==> src/rtl/traffic_pkg.sv <==
// Shared definitions for the traffic light controller: pedestrian FSM states,
// default timing at 27 MHz and the active-low indicator levels.
package traffic_pkg;

  typedef enum logic [1:0] {
    IDLE    = 2'd0,
    PENDING = 2'd1,
    SERVING = 2'd2,
    LOCKOUT = 2'd3
  } ped_state_t;

  localparam int unsigned DEF_DEBOUNCE_CYCLES = 540000;
  localparam int unsigned DEF_BLINK_HALF      = 13500000;
  localparam int unsigned DEF_COOLDOWN_CYCLES = 135000000;

  localparam logic LED_ON  = 1'b0;
  localparam logic LED_OFF = 1'b1;

endpackage

==> src/rtl/btn_debounce.sv <==
// Two-flop synchroniser, stability-count debouncer and press pulse
// (one cycle, on the debounced 1->0 transition only).
module btn_debounce #(
  parameter int unsigned DEBOUNCE_CYCLES = 540000
) (
  input  logic clk,
  input  logic rst_n,
  input  logic btn_n,
  output logic debounced,
  output logic press
);

  localparam logic [31:0] COUNT_LAST = 32'(DEBOUNCE_CYCLES - 1);

  logic        sync1;
  logic        btn_s;
  logic        debounced_d;
  logic [31:0] count;

  always_ff @(posedge clk or negedge rst_n) begin
    if (!rst_n) begin
      sync1 <= 1'b1;
      btn_s <= 1'b1;
    end else begin
      sync1 <= btn_n;
      btn_s <= sync1;
    end
  end

  // The level only flips after btn_s has disagreed for DEBOUNCE_CYCLES edges in a row.
  always_ff @(posedge clk or negedge rst_n) begin
    if (!rst_n) begin
      debounced <= 1'b1;
      count     <= '0;
    end else if (btn_s == debounced) begin
      count <= '0;
    end else if (count == COUNT_LAST) begin
      debounced <= btn_s;
      count     <= '0;
    end else begin
      count <= count + 32'd1;
    end
  end

  always_ff @(posedge clk or negedge rst_n) begin
    if (!rst_n) begin
      debounced_d <= 1'b1;
      press       <= 1'b0;
    end else begin
      debounced_d <= debounced;
      press       <= debounced_d & ~debounced;
    end
  end

endmodule

==> src/rtl/ped_request.sv <==
// Pedestrian push-button front end: latches a crossing request, holds req until
// the sequencer acks, blinks WAIT while pending and locks out after each walk.
module ped_request
  import traffic_pkg::*;
#(
  parameter int unsigned DEBOUNCE_CYCLES = DEF_DEBOUNCE_CYCLES,
  parameter int unsigned BLINK_HALF      = DEF_BLINK_HALF,
  parameter int unsigned COOLDOWN_CYCLES = DEF_COOLDOWN_CYCLES
) (
  input  logic sys_clk,
  input  logic sys_rst_n,
  input  logic btn_n,
  input  logic ack,
  input  logic walk_active,
  output logic req,
  output logic wait_led_n
);

  localparam logic [31:0] BLINK_LAST = 32'(BLINK_HALF - 1);
  localparam logic [31:0] COOL_LAST  = 32'(COOLDOWN_CYCLES - 1);

  ped_state_t  state;
  logic        press;
  logic        debounced_unused;
  logic        walk_d;
  logic        phase_lit;
  logic [31:0] blink_cnt;
  logic [31:0] cool_cnt;

  btn_debounce #(
    .DEBOUNCE_CYCLES(DEBOUNCE_CYCLES)
  ) u_debounce (
    .clk       (sys_clk),
    .rst_n     (sys_rst_n),
    .btn_n     (btn_n),
    .debounced (debounced_unused),
    .press     (press)
  );

  // wait_led_n is updated alongside state so it is always a clean flop output.
  always_ff @(posedge sys_clk or negedge sys_rst_n) begin
    if (!sys_rst_n) begin
      state      <= IDLE;
      walk_d     <= 1'b0;
      phase_lit  <= 1'b0;
      blink_cnt  <= '0;
      cool_cnt   <= '0;
      wait_led_n <= LED_OFF;
    end else begin
      walk_d <= walk_active;
      case (state)
        IDLE: begin
          if (press) begin
            state      <= PENDING;
            blink_cnt  <= '0;
            phase_lit  <= 1'b1;
            wait_led_n <= LED_ON;
          end
        end
        PENDING: begin
          if (ack) begin
            state      <= SERVING;
            wait_led_n <= LED_OFF;
          end else if (blink_cnt == BLINK_LAST) begin
            blink_cnt  <= '0;
            phase_lit  <= ~phase_lit;
            wait_led_n <= phase_lit ? LED_OFF : LED_ON;
          end else begin
            blink_cnt <= blink_cnt + 32'd1;
          end
        end
        SERVING: begin
          if (walk_d && !walk_active) begin
            state    <= LOCKOUT;
            cool_cnt <= '0;
          end
        end
        LOCKOUT: begin
          if (cool_cnt == COOL_LAST) begin
            state <= IDLE;
          end else begin
            cool_cnt <= cool_cnt + 32'd1;
          end
        end
      endcase
    end
  end

  assign req = (state == PENDING);

endmodule
==> config.mk <==
export PLATFORM = sky130hd
export DESIGN_NAME = ped_request
export DESIGN_NICKNAME = d
export VERILOG_FILES = /design/src/rtl/traffic_pkg.sv /design/src/rtl/btn_debounce.sv /design/src/rtl/ped_request.sv
export SDC_FILE = /design/constraint.sdc
export NUM_CORES = 1
export LEC_CHECK = 0
export CAP_MARGIN = 10
export CORE_AREA = 3 3 158 160
export CTS_CLUSTER_DIAMETER = 50
export DETAILED_ROUTE_END_ITERATION = 10
export DIE_AREA = 0 0 161 163
export DONT_BUFFER_PORTS = 1
export PLACE_DENSITY = 0.42
export SLEW_MARGIN = 15
export SYNTH_ARGS = -nofsm -noshare
export SYNTH_HDL_FRONTEND = slang
export SYNTH_SLANG_ARGS = --single-unit
export TNS_END_PERCENT = 1
==> constraint.sdc <==
create_clock -name sys_clk -period 2.09 [get_ports sys_clk]
set_input_delay 0.1045 -clock sys_clk [delete_from_list [all_inputs] [get_ports sys_clk]]
set_output_delay 0.1045 -clock sys_clk [all_outputs]
set_load 0.02 [all_outputs]
---- Yosys cells after proc, flatten, opt, wreduce, memory -nomap -nowiden ----
Index checks and enable logic that the tools add are counted.
word-level totals
  register bits after elaboration ......... 106
  bits of input ports ..................... 5
  output and inout bits ................... 2
cells by class
  bitwise operators ....................... 4
  mux-type cells .......................... 23
  equal/unequal tests ..................... 15
  reductions and logical operators ........ 11
  add/subtract/negate cells ............... 3
operator list
  kind                   count
  $mux 32                7
  $pmux 32 s2            2
  $add 32x1->32 const B  3
  $eq 32x20->1 const B   1
  $eq 32x24->1 const B   1
  $eq 32x28->1 const B   1
  $ne 2x2->1 const B     5
  $reduce_and 3->1       3
  $mux 2                 4
  $pmux 2 s4             1
  $reduce_and 4->1       2
  $mux 1                 7
  $eq 2x2->1 const B     2
  $ne 2x1->1 const B     2
  $pmux 1 s2             2
  $reduce_bool 2->1      2
  $ne 3x2->1 const B     1
  $not 1->1              3
  $eq 2x1->1 const B     1
  $logic_not 2->1        1
  $reduce_and 2->1       1
  $and 1x1->1            1
  $eq 1x1->1             1
  $logic_and 1x1->1      1
  $logic_not 1->1        1

---- Logic depth before layout (Yosys ltp) ----
Gate-level depths: netlist of the first run.
  depth after elaboration ................. 4
  gate-level depth with buffers ........... 9
  mapped depth without buffers ............ 7

---- Cells and area by module ----
A second synthesis of the first run with hierarchy kept.
unflattened totals
  cell total of the unflattened synthesis .. 652
  area, all modules ....................... 5,973.2 um^2
by module, submodules not included
  module        area each (um^2)  times used  cells each
  ped_request   4,077.7           1           458
  btn_debounce  1,895.6           1           194

---- Worst setup path after synthesis of the first run ----
Ideal clock, no wire load.
  kind .................................... reg-to-reg
  start ................................... register state[1]
  end ..................................... register blink_cnt[9]
  path slack .............................. -296 ps
  clock period less this slack ............ 2,386 ps
  cell stages (with the launch flop) ...... 10
  path buffers ............................ 2
  data arrival time ....................... 2,267 ps
  data required time ...................... 1,971 ps
  path through ............................ dfrtp_1 -> inv_1 -> ha_1 -> clkbuf_1 -> nor2b_1 -> o21ai_0 -> clkbuf_1 -> nor4_1 -> xnor2_1 -> nor2_1
between the ends
  longest elaborated chain between the ends .. 3
  elaborated cells on any way between the ends .. 7
ends and longest elaborated chain
  what                                                       RTL line           RTL
  start: declaration                                         ped_request.sv:22  ped_state_t state;
  start signal: assignment                                   ped_request.sv:43  state <= IDLE;
  start signal: assignment                                   ped_request.sv:54  state <= PENDING;
  start signal: assignment                                   ped_request.sv:62  state <= SERVING;
  $eq 2x1->1 (*)                                             n/a
  named net req                                              ped_request.sv:15  output logic req,
  $ne 2x2->1 (no line) or $reduce_bool 2->1 (tied branches)  n/a
  $reduce_and 3->1 (no line)                                 n/a
  end signal: assignment                                     ped_request.sv:69  blink_cnt <= blink_cnt + 32'd1;
  end: declaration                                           ped_request.sv:27  logic [31:0] blink_cnt;
Mark *: on every way through the listed nets, which the timed path passes. The rest lies on a longest branch.
A chain may end at the register's enable or synchronous reset.

---- Final worst setup path of the first run ----
  start ................................... register cool_cnt[1]
  end ..................................... register cool_cnt[26]
between the ends
  longest elaborated chain between the ends .. 3
  elaborated cells on any way between the ends .. 6
ends and longest elaborated chain
  what                                             RTL line                              RTL
  start: declaration                               ped_request.sv:28                     logic [31:0] cool_cnt;
  start signal: assignment                         ped_request.sv:82                     cool_cnt <= cool_cnt + 32'd1;
  $add 32x1->32 or $eq 32x28->1 (tied branches)    ped_request.sv:82, ped_request.sv:79
  $mux 32 or $ne 2x2->1 (tied branches)            n/a
  $pmux 32 s2 or $reduce_and 3->1 (tied branches)  n/a
Parallel ways exist; a longest one is shown, timed or not. The select of a mux whose other input is x is not followed.

==> results of run 1 <==
-- per-stage QoR --
stage | std cells | hold slack [ns] | TNS (ns) | instance area (um2)
global route | 1047 | -0.5842 | -0.7952 | 7515
CTS | 1047 | -0.5779 | -0.03091 | 7382
finish | 1047 | -0.5535 | 0 | 7515
detailed placement | 1028 | -0.1817 | -0.8145 | 7005
global placement | 1028 | -0.1830 | -0.6834 | 7005
floorplan | 639 | -0.1911 | -0.5263 | 5958
-- worst max path at each step --
stage / start / slack, ns / endpoint / cells past startpoint
2_1_floorplan: cool_cnt[0] / -0.03 / cool_cnt[30] / 7
3_3_place_gp: blink_cnt[7] / -0.04 / blink_cnt[2] / 7
3_5_place_dp: cool_cnt[5] / -0.06 / cool_cnt[29] / 5
4_1_cts: cool_cnt[1] / -0.01 / cool_cnt[28] / 6
5_1_grt: cool_cnt[1] / -0.09 / cool_cnt[30] / 6
6_report: cool_cnt[1] / 0.001 / cool_cnt[26] / 6
-- cells in the mapped netlist, types with 5 or more instances --
master and number:
sky130_fd_sc_hd__o21ai_0 9, sky130_fd_sc_hd__dfstp_2 5, sky130_fd_sc_hd__nand3_1 37, sky130_fd_sc_hd__nor3_1 30, sky130_fd_sc_hd__nand2_1 58, sky130_fd_sc_hd__nor2b_1 5
sky130_fd_sc_hd__clkbuf_1 21, sky130_fd_sc_hd__nand4_1 30, sky130_fd_sc_hd__ha_1 8, sky130_fd_sc_hd__nand3b_1 5, sky130_fd_sc_hd__and4_1 12, sky130_fd_sc_hd__nor4_1 27
sky130_fd_sc_hd__and3_1 12, sky130_fd_sc_hd__nand2b_1 6, sky130_fd_sc_hd__inv_1 21, sky130_fd_sc_hd__or3_1 7, sky130_fd_sc_hd__o211ai_1 6, sky130_fd_sc_hd__xor2_1 9
sky130_fd_sc_hd__dfrtp_1 101, sky130_fd_sc_hd__nor2_1 73, sky130_fd_sc_hd__o31ai_1 12, sky130_fd_sc_hd__a21oi_1 9, sky130_fd_sc_hd__nor4b_1 10, sky130_fd_sc_hd__mux2i_1 10
sky130_fd_sc_hd__o311ai_0 8, sky130_fd_sc_hd__a211o_1 5, sky130_fd_sc_hd__xnor2_1 43
-- worst max-delay path, stage by stage, from the launching register on --
cell and delay (ns):
sky130_fd_sc_hd__dfrtp_1 0.36, sky130_fd_sc_hd__ha_2 0.19, sky130_fd_sc_hd__nand2_1 0.07, sky130_fd_sc_hd__or3_4 0.40
sky130_fd_sc_hd__or3_4 0.36, sky130_fd_sc_hd__or3b_4 0.42, sky130_fd_sc_hd__o31ai_1 0.19
-- power by group through the flow --
stage	clock network, mW	registers, mW	logic, mW
after global placement	0	2.45	2.00
after CTS	1.90	2.41	2.03
after detailed placement	0	2.45	2.01
final	1.82	2.42	2.09
after floorplan	0	2.43	1.11
after global routing	1.98	2.45	2.30
-- routing by layer --
layer  vias up  global-route usage
met5         -                   0
met4         0             0.03989
met3        24             0.02238
met2        81              0.2166
met1      2538              0.1647
li1       2519                   -
-- timing repair --
action                     4_1_cts  5_1_grt
hold endpoints to repair       108      106
gates resized for setup          9       28
pin swaps                        0        6
setup buffers                    1        0
cloned                           0        0
setup endpoints to repair       26       65
-- state kept, by name, indices dropped and copies added, names as in the netlist --
name,flops
u_debounce.debounced_d,1
phase_lit,1
u_debounce.sync1,1
u_debounce.count,32
u_debounce.press,1
u_debounce.btn_s,1
blink_cnt,32
walk_d,1
wait_led_n,1
state,2
u_debounce.debounced,1
cool_cnt,32
-- area by class of cell --
type	count	share of cell area
clock buffers	9	0.02997
inverters	22	0.01099
flip-flops and latches	106	0.3541
well taps	319	0.05311
multi-input cells	486	0.4339
repair buffers	98	0.1062
clock inverters	7	0.01166
-- cell families after synthesis --
kind of cell	Yosys count
DFF	106
and+or+nand+nor	331
AOI/OAI and AO/OA	82
adders and majority gates	8
muxes	13
buffers and inverters	47
xor gates and xnor gates	52
-- cells in the final DEF, fill, tap and decap left out, types with 4 or more instances in the layout --
cell type                   netlist  layout
sky130_fd_sc_hd__clkbuf_16        0       9
sky130_fd_sc_hd__ha_2             0       4
sky130_fd_sc_hd__and3_1          12      12
sky130_fd_sc_hd__nor2_1          73      73
sky130_fd_sc_hd__nand2_1         58      57
sky130_fd_sc_hd__or3_1            7       6
sky130_fd_sc_hd__inv_1           21      21
sky130_fd_sc_hd__buf_4            2      91
sky130_fd_sc_hd__dfrtp_1        101      99
sky130_fd_sc_hd__nand3_1         37      36
sky130_fd_sc_hd__mux2i_1         10      10
sky130_fd_sc_hd__and4_1          12      12
sky130_fd_sc_hd__nor4_1          27      17
sky130_fd_sc_hd__a21o_1           4       4
sky130_fd_sc_hd__a211o_1          5       5
sky130_fd_sc_hd__o211ai_1         6       6
sky130_fd_sc_hd__dfstp_2          5       5
sky130_fd_sc_hd__a21oi_1          9       9
sky130_fd_sc_hd__nor4_2           0      10
sky130_fd_sc_hd__o31ai_1         12      11
sky130_fd_sc_hd__nand4_1         30      30
sky130_fd_sc_hd__nand3b_1         5       5
sky130_fd_sc_hd__nand2b_1         6       5
sky130_fd_sc_hd__nor3_1          30      25
sky130_fd_sc_hd__buf_12           0       4
sky130_fd_sc_hd__or4_4            1       4
sky130_fd_sc_hd__o311ai_0         8       7
sky130_fd_sc_hd__o221ai_1         4       4
sky130_fd_sc_hd__ha_1             8       4
sky130_fd_sc_hd__xnor2_1         43      43
sky130_fd_sc_hd__and2_1           4       4
sky130_fd_sc_hd__o21ai_0          9       8
sky130_fd_sc_hd__xor2_1           9       9
sky130_fd_sc_hd__nor4b_1         10       7
sky130_fd_sc_hd__nor3_2           0       5
==> implementation parameters, run 1 <==
Parameter                              Value

Route
  Antenna Nets Post-Route    0
  Routed WL    ~16 mm
  Detailed-route DRC error count    0
  1st-iter DRT viols    379
  TritonRoute pass-1 iters    5
  Met3 Routed Length    roughly 480 um
  Per-cell via count in the routed design    roughly 4.9
  Routed WL per cell    15.17 um
  Count of vias placed by the detailed router    approximately 5,200
  Highest metal layer with signal wires    met4
  Total met2 wirelength after detailed routing    7.700 mm
  WL met1    7.411 mm

Worst setup path
  Element type at the critical path end    flop
  Critical Setup Path Class    flop to flop
  Reg2reg end    cool_cnt[26]
  Maximum fanout along the worst path    4
  CP Data Required Time    ~2.4 ns
  Worst endpoint data arrival time    ~2.4 ns
  Kind of launch point of the worst setup path    flop
  FF-to-FF setup slack    between 0.0009 and 0.001 ns
  Worst R2R Path Depth    6
  R2R Path Start    cool_cnt[1]

Timing
  Setup violations, final    0
  Max Clk Rate    ~480 MHz
  Post-layout min period    approximately 2.1 ns
  Pins over their slew limit    0
  WHS    -0.5535 ns
  RSZ-0062 raised after global routing    yes
  Maximum clock skew at final layout    between 0.009 and 0.01 ns
  Worst-case headroom to the max-slew limit    0.6715
  Fin crit share    0.9995
  Post-route setup slack    0.0009552 ns
  Number of failing hold endpoints at the final stage    106
  Measured slew at the worst slew-check pin    just under 0.5 ns

Clocking
  Maximum level of the CTS H-tree    3
  Worst-path clk slew    approximately 0.08 ns
  CTS Buf Count    9
  Hold buffer count at CTS    2
  Later-pin clock latency in the skew report    0.36 ns
  Max clock buf depth    2
  CTS Sinks    roughly 110
  CTS root buffer    sky130_fd_sc_hd__clkbuf_16
  Clock tree from TritonCTS    built

Place
  Detailed placer's ending HPWL    between 10 and 15 mm
  Final Wtd Congestion    0.8504
  Place WS    -0.06024 ns
  Port Buf Inserts    0

Logic synthesis
  Sequential element share of the synthesized area    0.4487
  Compound-Gate Fraction of Synth Area    0.1052
  Post-synth EDFFs    0
  Mapped Nets    about 650
  Cell Area, Synth    a little under 6000 um2
  XOR/XNOR Fraction of Synth Area    0.07686
  Number of warnings reported in the yosys synthesis log    0
  Area share of the largest cell type after synthesis    0.4265
  Post-synthesis mux area share    0.02259
  Post-Synth Simple-Gate Area    0.2975
  Dominant cells by area after synthesis    sky130_fd_sc_hd__dfrtp_1, sky130_fd_sc_hd__xnor2_1, sky130_fd_sc_hd__nor2_1
  Mapped Avg Cell Area    around 9.3 um2
  Synthesized netlist cell count    about 640
  Number of synthesized register bits    approximately 110
  Async SR Flop Fraction    1.000
  Most used flip-flop cell after synthesis    sky130_fd_sc_hd__dfrtp_1
  Count of different cell masters after synthesis    59
  Adder and majority gate portion of the synthesized area    0.01689
  Library cell occupying the most area in the post-synthesis netlist    sky130_fd_sc_hd__dfrtp_1
  Main combinational cell family by area after synthesis    simple AND/OR/NAND/NOR gates

Global routing
  Antenna violations before repair    0
  First-pass GRT wire length    roughly 27 mm
  Maximum number of pins on one net before global-route repair    roughly 110
  Via count of the first global-routing pass    around 5,300
  Global-route usage over all layers    0.1272
  Grt ovf    0

Final layout
  Fraction of the core area covered by cells at the end of the flow    0.3192
  Seq. cell area    ~2700 um2
  Count of filler cells inserted in the layout    around 2,500
  Combined area of the multi-input logic cells    between 3000 and 4000 um2
  Nets@finish    736
  Growth of design area from synthesis to finish    26.82%
  Share of post-route cells with drive strength above 1    0.2308
  Inserted Diodes    0

Floorplan
  Die H    163 um
  Die Wd    roughly 160 um
  Placeable core region    23,540 um2
  Initial core utilization    0.2517
  Placement Rows    56
  Boundary Pins    7
  Die area    between 20,000 and 30,000 um2

Run status
  Failing checks    negative hold slack
  Status    finished with violations

Pwr
  Fraction of power consumed by combinational cells    0.330
  Sequential fraction of design power    0.382
  P_int    between 4 and 5 mW
  Maximum vdd ir drop    0.4523 mV
  Static leakage power    between 2 and 3 nW
  Tot Pwr    around 6.3 mW
  Part of the total power dissipated in the clock network    0.287
  Net switching power of the design    2.266 mW
  Cell area power density    842.6 nW/um2
  Sw frac    0.3578

Worst hold path
  Type of the tightest min-delay check    primary input to asynchronous set/reset pin

Run
  MaxCap Viol Count    0
Note: power is estimated with default switching activity, not from simulation.
==> run 2: changes to the inputs <==
CORE_AREA = 3 3 108 110   (was 3 3 158 160)
DIE_AREA = 0 0 111 113   (was 0 0 161 163)
PLACE_DENSITY = 0.75   (was 0.42)
==> run 2 against run 1 <==
Against the previous run: the flow finishes with violations (negative hold slack, negative setup slack); count of clock-buffer cells in the layout grew 2; fmax shrank 0.25%; first-iteration DRC count shrank 2.6%; largest power group unchanged.
==> implementation parameters, run 2 (synthesis results as in run 1) <==
Parameter                              Value

Run status
  Status    finished with violations (unchanged)
  Failing checks    negative hold slack, negative setup slack (was negative hold slack)

Floorplan
  Die Wd    111 um (was 161 um)
  Initial core utilization    0.5490 (was 0.2517)
  Placement Rows    38 (was 56)
  Placeable core region    10,790 um2 (was 23,540 um2)
  Die area    12,540 um2 (was 26,240 um2)
  Die H    113 um (was 163 um)
  Boundary Pins    7 (unchanged)

Worst setup path
  CP Buf/Inv Count    1 (was 0)
  Family of cells with the greatest summed delay on the critical path    simple AND/OR/NAND/NOR gates (unchanged)
  Kind of launch point of the worst setup path    flop (unchanged)
  Cell-by-cell listing of the critical path    nor4_1 > nand4_1 > nor4_2 > buf_4 > o2111ai_1 > mux2_2 (was ha_2 > nand2_1 > or3_4 > or3_4 > or3b_4 > o31ai_1)
  Slowest-stage cell, CP    sky130_fd_sc_hd__dfrtp_1 (was sky130_fd_sc_hd__or3b_4)
  Critical Setup Path Class    flop to flop (unchanged)
  Maximum fanout along the worst path    6 (was 4)
  Worst endpoint data arrival time    2.38 ns (was 2.36 ns)
  FF-to-FF setup slack    -0.004 ns (was 0.001 ns)
  Element type at the critical path end    flop (unchanged)
  Crit path largest cell delay    0.45 ns (was 0.42 ns)
  CP Data Required Time    2.38 ns (was 2.36 ns)

Final layout
  Growth of design area from synthesis to finish    20.25% (was 26.82%)
  Fraction of the core area covered by cells at the end of the flow    0.6602 (was 0.3192)
  Most used cells in the layout excluding fill and tap cells    sky130_fd_sc_hd__dfrtp_1, sky130_fd_sc_hd__buf_4, sky130_fd_sc_hd__nor2_1, sky130_fd_sc_hd__nand2_1, sky130_fd_sc_hd__xnor2_1 (unchanged)
  Largest registers    blink_cnt x32, cool_cnt x32, u_debounce.count x32 (unchanged)
  Final std cells w/o fill    864 (was 1,047)
  Share of post-route cells with drive strength above 1    0.2182 (was 0.2308)
  Count of filler cells inserted in the layout    843 (was 2,452)
  Inserted Diodes    0 (unchanged)
  Nets@finish    732 (was 736)
  Most common library cell in the layout ignoring fill and taps    sky130_fd_sc_hd__dfrtp_1 (unchanged)

Place
  Final Wtd Congestion    0.9075 (was 0.8504)
  Port Buf Inserts    0 (unchanged)
  Detailed placer's ending HPWL    10.05 mm (was 11.20 mm)
  Place WS    -0.09945 ns (was -0.06024 ns)
  Total instance count after detailed placement    845 (was 1,028)

Timing
  Setup violations, final    1 (was 0)
  Worst-case headroom to the max-slew limit    0.6781 (was 0.6715)
  RSZ-0062 raised after global routing    yes (unchanged)
  Post-route setup slack    -0.004322 ns (was 0.0009552 ns)
  Max Clk Rate    477.5 MHz (was 478.7 MHz)
  Fin crit share    1.002 (was 0.9995)
  Post-layout min period    2.094 ns (was 2.089 ns)
  Number of failing hold endpoints at the final stage    106 (unchanged)
  Measured slew at the worst slew-check pin    0.4767 ns (was 0.4882 ns)
  WHS    -0.6151 ns (was -0.5535 ns)
  Pins over their slew limit    0 (unchanged)
  Maximum clock skew at final layout    0.01357 ns (was 0.009125 ns)

Pwr
  Tot Pwr    5.757 mW (was 6.332 mW)
  P_int    3.602 mW (was 4.067 mW)
  Part of the total power dissipated in the clock network    0.225 (was 0.287)
  Net switching power of the design    2.155 mW (was 2.266 mW)
  Maximum vdd ir drop    0.5190 mV (was 0.4523 mV)
  Fraction of power consumed by combinational cells    0.351 (was 0.330)
  Sw frac    0.3743 (was 0.3578)
  Static leakage power    2.915 nW (was 2.988 nW)
  Cell area power density    807.9 nW/um2 (was 842.6 nW/um2)
  Sequential fraction of design power    0.424 (was 0.382)

Global routing
  Antenna violations before repair    0 (unchanged)
  Via count of the first global-routing pass    5,263 (was 5,330)
  Maximum number of pins on one net before global-route repair    107 (unchanged)
  First-pass GRT wire length    24.69 mm (was 27.36 mm)
  Grt ovf    0 (unchanged)
  Global-route usage over all layers    0.2380 (was 0.1272)

Route
  Per-cell via count in the routed design    6.081 (was 4.930)
  TritonRoute pass-1 iters    5 (unchanged)
  Count of vias placed by the detailed router    5,254 (was 5,162)
  Detailed-route DRC error count    0 (unchanged)
  Routed WL per cell    16.77 um (was 15.17 um)
  Antenna Nets Post-Route    0 (unchanged)
  Routed WL    14.49 mm (was 15.89 mm)
  1st-iter DRT viols    369 (was 379)

Clocking
  Worst-path clk slew    0.11 ns (was 0.08 ns)
  Clock tree from TritonCTS    built (unchanged)
  Maximum level of the CTS H-tree    3 (unchanged)
  CTS Sinks    106 (unchanged)
  Max clock buf depth    2 (unchanged)
  Post-CTS setup-driven buffer insertion count    0 (was 1)
  CTS root buffer    sky130_fd_sc_hd__clkbuf_8 (was sky130_fd_sc_hd__clkbuf_16)
  Hold buffer count at CTS    3 (was 2)
  CTS Buf Count    9 (unchanged)
  Later-pin clock latency in the skew report    0.40 ns (was 0.36 ns)

Run
  MaxCap Viol Count    0 (unchanged)

Worst hold path
  Type of the tightest min-delay check    primary input to asynchronous set/reset pin (unchanged)
run 2: cell types whose count changed in the layout (fill, tap and decap cells not counted), moves of 3 or more:
cell,delta
sky130_fd_sc_hd__nor4_2,-3
sky130_fd_sc_hd__nor3_1,+3
sky130_fd_sc_hd__buf_4,-6
sky130_fd_sc_hd__clkbuf_16,-9
sky130_fd_sc_hd__nor3_2,-3
sky130_fd_sc_hd__clkbuf_8,+11
run 2: final timing paths:
check,start,to,depth (start not counted)
hold reg to reg,u_debounce.sync1,u_debounce.btn_s,0
hold / removal,sys_rst_n,blink_cnt[29],0
setup reg to reg,cool_cnt[25],state[1],6
max in group asynchronous,sys_rst_n,u_debounce.debounced_d,0
setup / recovery,cool_cnt[25],state[1],6
min in group sys_clk,ack,wait_led_n,3
run 2: timing repair:
item | in CTS | in global routing
gates resized for setup | 13 | 22
endpoints found under the setup margin | 35 | 65
pin swaps | 1 | 5
hold endpoints to repair | 109 | 106
run 2: power by group through the flow:
stage | Clock [mW] | Combinational, mW | Sequential, mW
6_report | 1.30 | 2.02 | 2.44
5_1_grt | 1.42 | 2.18 | 2.46
4_1_cts | 1.33 | 1.98 | 2.43
3_5_place_dp | 0 | 1.92 | 2.47
3_3_place_gp | 0 | 1.86 | 2.46
2_1_floorplan | 0 | 1.11 | 2.43
run 2: per-stage QoR:
step	hold WS [ns]	setup TNS, ns	cell area [um2]
after floorplan	-0.1911	-0.5263	5958
after global placement	-0.1882	-0.3085	6751
after detailed placement	-0.1879	-0.8019	6751
after CTS	-0.6280	-0.006583	7032
after global routing	-0.6400	-1.427	7126
final	-0.6151	-0.004322	7126
run 2: worst register-to-register path: cells and delay by family, from the launching register on:
family | cells | cell delay [ns]
buffers and inverters | 1 | 0.20
and+or+nand+nor | 3 | 0.90
muxes | 1 | 0.30
DFF | 1 | 0.45
AOI/OAI and AO/OA | 1 | 0.15
run 2: final cells by class:
type                            instances  area (um2)  share of cell area
Inverter                               22       82.58             0.01159
Multi-Input combinational cell        486        3242              0.4550
Sequential cell                       106        2659              0.3731
Tap cell                              140       175.2             0.02458
Timing Repair Buffer                   94       770.7              0.1082
Clock inverter                          5       45.04            0.006321
Clock buffer                           11       151.4             0.02125
run 2: per-layer routing:
metal,wire (um),track usage,part of all wire,vias to the layer above
met5,0,0,0,-
met4,324,0.08703,0.022,0
met3,649,0.05829,0.045,31
met2,7192,0.4070,0.50,149
met1,6322,0.2946,0.44,2556
li1,-,-,-,2518
